File: config.mk
export PLATFORM = sky130hd
export DESIGN_NAME = keypad_scanner
export DESIGN_NICKNAME = d
export VERILOG_FILES = /design/src/rtl/keypad_pkg.sv /design/src/rtl/col_sync.sv /design/src/rtl/keypad_scanner.sv
export SDC_FILE = /design/constraint.sdc
export NUM_CORES = 1
export LEC_CHECK = 0
export CORE_MARGIN = 10
export CORE_UTILIZATION = 52
export DETAILED_ROUTE_END_ITERATION = 10
export GPL_ROUTABILITY_DRIVEN = 1
export PLACE_DENSITY = 0.74
export SETUP_SLACK_MARGIN = 0.5
export SKIP_CTS_REPAIR_TIMING = 1
export SLEW_MARGIN = 20
export SYNTH_ARGS = -nofsm -noshare
export SYNTH_HDL_FRONTEND = slang
export SYNTH_SLANG_ARGS = --single-unit
File: constraint.sdc
create_clock -name clk_1khz -period 4.93 [get_ports clk_1khz]
set_input_delay 1.479 -clock clk_1khz [delete_from_list [all_inputs] [get_ports clk_1khz]]
set_output_delay 1.479 -clock clk_1khz [all_outputs]
set_load 0.01 [all_outputs]
File: src/rtl/keypad_pkg.sv
// Shared types, defaults and helpers for the keypad scanner.
package keypad_pkg;

  typedef enum logic [1:0] {
    StScan,
    StDebounce,
    StPressed,
    StRelease
  } state_t;

  localparam int unsigned DebounceMsDefault = 20;
  localparam int unsigned RowHoldDefault    = 4;

  // Active-low one-hot row drive for a row index.
  function automatic logic [3:0] row_drive(input logic [1:0] idx);
    return ~(4'b0001 << idx);
  endfunction

  // Returns {single_low, col_idx}; single_low is set only when exactly one column reads low.
  function automatic logic [2:0] decode_col(input logic [3:0] cols);
    logic [2:0] res;
    res = 3'b000;
    unique case (cols)
      4'b1110: res = 3'b100;
      4'b1101: res = 3'b101;
      4'b1011: res = 3'b110;
      4'b0111: res = 3'b111;
      default: res = 3'b000;
    endcase
    return res;
  endfunction

endpackage

File: src/rtl/col_sync.sv
// Two-flop synchronizer for the asynchronous, active-low keypad columns.
module col_sync (
  input  logic       clk_1khz,
  input  logic       rst_n,
  input  logic [3:0] col,
  output logic [3:0] scol
);

  logic [3:0] meta_q;
  logic [3:0] sync_q;

  // Reset to all ones so an idle (pulled-up) keypad is seen during and after reset.
  always_ff @(posedge clk_1khz or negedge rst_n) begin
    if (!rst_n) begin
      meta_q <= 4'b1111;
      sync_q <= 4'b1111;
    end else begin
      meta_q <= col;
      sync_q <= meta_q;
    end
  end

  assign scol = sync_q;

endmodule

File: src/rtl/keypad_scanner.sv
// 4x4 matrix keypad scanner with press and release debouncing.
module keypad_scanner
  import keypad_pkg::*;
#(
  parameter int unsigned DEBOUNCE_MS = DebounceMsDefault,
  parameter int unsigned ROW_HOLD    = RowHoldDefault
) (
  input  logic       clk_1khz,
  input  logic       rst_n,
  input  logic       en,
  input  logic [3:0] col,
  output logic [3:0] row,
  output logic [3:0] key_code,
  output logic       key_valid,
  output logic       key_down
);

  localparam logic [7:0] DebLast  = 8'(DEBOUNCE_MS - 1);
  localparam logic [3:0] HoldLast = 4'(ROW_HOLD - 1);

  logic [3:0] scol;
  state_t     state_q, state_d;
  logic [3:0] row_q, row_d;
  logic [1:0] row_idx_q, row_idx_d;
  logic [1:0] col_idx_q, col_idx_d;
  logic [3:0] hold_q, hold_d;
  logic [7:0] cnt_q, cnt_d;
  logic [3:0] key_code_q, key_code_d;
  logic       key_valid_q, key_valid_d;
  logic       key_down_q, key_down_d;
  logic [2:0] dec;
  logic       col_high;
  logic [1:0] next_idx;

  col_sync u_col_sync (
    .clk_1khz (clk_1khz),
    .rst_n    (rst_n),
    .col      (col),
    .scol     (scol)
  );

  assign dec      = decode_col(scol);
  assign col_high = scol[col_idx_q];
  assign next_idx = row_idx_q + 2'd1;

  // State and output registers.
  always_ff @(posedge clk_1khz or negedge rst_n) begin
    if (!rst_n) begin
      state_q     <= StScan;
      row_q       <= 4'b1111;
      row_idx_q   <= 2'd0;
      col_idx_q   <= 2'd0;
      hold_q      <= 4'd0;
      cnt_q       <= 8'd0;
      key_code_q  <= 4'd0;
      key_valid_q <= 1'b0;
      key_down_q  <= 1'b0;
    end else begin
      state_q     <= state_d;
      row_q       <= row_d;
      row_idx_q   <= row_idx_d;
      col_idx_q   <= col_idx_d;
      hold_q      <= hold_d;
      cnt_q       <= cnt_d;
      key_code_q  <= key_code_d;
      key_valid_q <= key_valid_d;
      key_down_q  <= key_down_d;
    end
  end

  // Next-state logic: scan rows, debounce press, hold, debounce release.
  always_comb begin
    state_d     = state_q;
    row_d       = row_q;
    row_idx_d   = row_idx_q;
    col_idx_d   = col_idx_q;
    hold_d      = hold_q;
    cnt_d       = cnt_q;
    key_code_d  = key_code_q;
    key_valid_d = 1'b0;
    key_down_d  = key_down_q;

    if (!en) begin
      state_d    = StScan;
      row_d      = 4'b1111;
      row_idx_d  = 2'd0;
      hold_d     = 4'd0;
      cnt_d      = 8'd0;
      key_down_d = 1'b0;
    end else begin
      unique case (state_q)
        StScan: begin
          if (row_q == 4'b1111) begin
            // Coming out of reset or disable: start driving the current row.
            row_d  = row_drive(row_idx_q);
            hold_d = 4'd0;
          end else if (hold_q >= HoldLast) begin
            if (dec[2]) begin
              col_idx_d = dec[1:0];
              cnt_d     = 8'd0;
              state_d   = StDebounce;
            end else begin
              row_idx_d = next_idx;
              row_d     = row_drive(next_idx);
              hold_d    = 4'd0;
            end
          end else if (hold_q != 4'hf) begin
            hold_d = hold_q + 4'd1;
          end
        end
        StDebounce: begin
          if (col_high) begin
            state_d   = StScan;
            row_idx_d = next_idx;
            row_d     = row_drive(next_idx);
            hold_d    = 4'd0;
            cnt_d     = 8'd0;
          end else if (cnt_q >= DebLast) begin
            state_d     = StPressed;
            key_code_d  = {row_idx_q, col_idx_q};
            key_valid_d = 1'b1;
            key_down_d  = 1'b1;
            cnt_d       = 8'd0;
          end else if (cnt_q != 8'hff) begin
            cnt_d = cnt_q + 8'd1;
          end
        end
        StPressed: begin
          if (col_high) begin
            state_d = StRelease;
            cnt_d   = 8'd0;
          end
        end
        StRelease: begin
          if (!col_high) begin
            state_d = StPressed;
            cnt_d   = 8'd0;
          end else if (cnt_q >= DebLast) begin
            state_d    = StScan;
            key_down_d = 1'b0;
            row_idx_d  = next_idx;
            row_d      = row_drive(next_idx);
            hold_d     = 4'd0;
            cnt_d      = 8'd0;
          end else if (cnt_q != 8'hff) begin
            cnt_d = cnt_q + 8'd1;
          end
        end
        default: state_d = StScan;
      endcase
    end
  end

  assign row       = row_q;
  assign key_code  = key_code_q;
  assign key_valid = key_valid_q;
  assign key_down  = key_down_q;

endmodule

==> impl_metrics.ini <==
[pwr]
p_comb_frac = 0.257
p_per_area_mw_per_mm2 = 371
p_int_uw = 540
swShare = 0.298
max-vdd-ir-drop_mv = 0.332
clkPwrFrac = 0.270
power.switching_uw = 230
seqPwrFrac = 0.473
p_leak_nw = 0.896

[sta]
totalNegativeSetupSlack_ns = 0
maxSlewHeadroom = 0.610
fin_skew_ns = 0.00672
period_needed_ns = 3.39
timing.hold.ws_ns = 0.362
maxSlewViolCount = 0
tightest_slew_ns = 0.580
hold_violations = 0
setup_viol = 0
rsz0062_at_grt = no
max_freq_mhz = 295
period_share = 0.687

[yosys]
yosys_register_bits = 36
synth_fa_ha_area_frac = 0.0422
synthArstFlopShare = 1.00
ys_warn_count = 0
synth_area_sq_mm = 0.00178
muxShareOfSynthArea = 0.117
synth_top_family_by_area = simple AND/OR/NAND/NOR gates
synth_compound_area_frac = 0.110
ys_seq_area_frac = 0.515
netlist_instances = 150
ys_types = 44
syn-num-nets = 163
synth_flop_cell = dfrtp_1
synth_edf_count = 0
synth-simple-area-share = 0.170
synthTopCellsByArea = dfrtp_1 34%, dfstp_2 18%, mux2_2 7.0%
synth.top_cell.area_share = 0.338
yosysTopAreaCell = dfrtp_1
post_synth_xor_area_fraction = 0.0190
avgSynthCellArea_sq_um = 11.9

[setup_path]
reg2reg_setup_slack_ns = 2.67
rr_startpoint = cnt_q[0]
start_kind = primary input
worstPathArrival_ns = 3.62
startpoint = en
cp_max_fo = 13
reg2reg_to = hold_q[0]
end_kind = flop
cp.required_ns = 5.17
worstSetupPathType = primary input to flop
ff2ff_path_depth = 6

[hold_path]
min_path_cells = 0
min_to = u_col_sync.scol[1]
hold_path.class = flop to flop
worstHoldStart = u_col_sync.meta_q[1]

[clock_network]
cts_made_buffers = 5
numClockSinks = 36
clk_latency_ns = 0.35
cts_tree = done
cts_root_buf = clkbuf_4
cts_max_path_buffers = 2
cts_max_level = 2
path_clk_slew_ns = 0.11

[cells_and_area]
multi_input_area_sq_um = 816
layout_commonest_cell = dfrtp_1
diodes = 0
layout_common_cells = 24 x dfrtp_1, 17 x nand2_1, 16 x clkdlybuf4s50_1
drive_above_1_share = 0.237
area_delta_synth_final_pct = 16.6
nNetsFinal = 185
seqCellArea_sq_um = 916
n_fill_cell = 277

[grt]
grt_pass1_vias = 1333
grt_antenna_before_repair = 0
grt_pass1_wl_um = 6200
grt_usage = 0.124
grt_max_degree = 37
gr-total-overflow = 0

[placed_design]
hpwl_um = 2630
gp_congestion = 0.767
io_buffers = 16

[detailed_routing]
ant_nets = 0
via_count = 1213
wl_per_cell_um = 15.9
via_per_inst = 5.54
firstDrtPassIters = 6
drt-initial-drc-count = 60
drt_wl_total_um = 3490
drc = 0

[floorplanning]
fp.dieArea_sq_mm = 0.00616
start_util = 0.537
die_h_um = 78.5
num_rows = 21
die_x_um = 78.5
io_pins = 17
core_sq_mm = 0.00331

[run_status]
outcome = completed

[run]
drv_cap = 0
logic make-up after synthesis:
family | count (synthesis)
adders and majority gates | 6
and+or+nand+nor | 50
DFF | 36
muxes | 18
AOI/OAI and AO/OA | 25
buffers and inverters | 12
xor gates and xnor gates | 3
synthesized netlist by cell type, drive strengths merged, types with 2 or more instances:
cell type  count
o41ai          2
inv           10
nor2           4
nand4          3
dfrtp         24
nor2b          2
mux2          13
buf            2
nand2         17
nand3          4
and2           3
o2111ai        2
a31oi          3
and3           4
nor3           4
nand2b         2
a22oi          3
o21ai          6
nor4           3
dfstp         12
xor2           2
mux2i          4
ha             6
per-layer routing:
| layer | GRT usage | part of all wire | vias up |
|---|---|---|---|
| met5 | 0 | 0 | - |
| met2 | 0.210 | 0.51 | 17 |
| met3 | 0.0456 | 0.043 | 9 |
| met1 | 0.140 | 0.43 | 603 |
| met4 | 0.0484 | 0.020 | 0 |
| li1 | - | - | 584 |
final cells by class:
class / count / area share
clock buffer: 5 / 0.0181
multi-input combinational: 102 / 0.393
sequential: 36 / 0.441
inverter: 10 / 0.0181
tap: 46 / 0.0277
clock inverter: 3 / 0.0205
timing repair buffer: 17 / 0.0808
worst max path at each step:
stage | end | slack (ns) | depth (start not counted)
2_1_floorplan | hold_q[0] | 2.26 | 5
3_3_place_gp | hold_q[0] | 1.29 | 6
3_5_place_dp | hold_q[0] | 1.19 | 6
4_1_cts | hold_q[0] | 1.54 | 6
5_1_grt | hold_q[0] | 1.27 | 6
6_report | hold_q[0] | 1.54 | 6
metrics by stage:
stage	power, mW	instance area, sq um	worst slack, ns	utilization	cells
2_1_floorplan	0.494	1780	2.26	-	150
3_3_place_gp	0.554	1990	1.29	0.602	211
3_5_place_dp	0.569	1990	1.19	0.602	211
4_1_cts	0.777	2070	1.54	0.627	219
5_1_grt	0.810	2070	1.27	0.627	219
6_report	0.769	2070	1.54	0.627	219
registers in the layout, summed over array words and instances, names as in the netlist:
register,cells
row,4
state_q,2
hold_q,4
col_idx_q,2
key_code,4
row_idx_q,2
key_valid,1
key_down,1
cnt_q,8
u_col_sync.meta_q,4
u_col_sync.scol,4
power by group through the flow:
stage	clock, mW	sequential (mW)	combinational, mW
after floorplan	0	0.368	0.126
after global placement	0	0.365	0.189
after detailed placement	0	0.369	0.200
after CTS	0.213	0.364	0.200
after global routing	0.225	0.368	0.217
final	0.208	0.364	0.198
critical path, cell delays in order:
cell             delay, ns
clkdlybuf4s50_1       0.77
nand2b_1              0.22
nor4_1                0.37
o21ai_0               0.23
nand2_1               0.20
mux2_1                0.35
(Power assumes the default switching activity.)
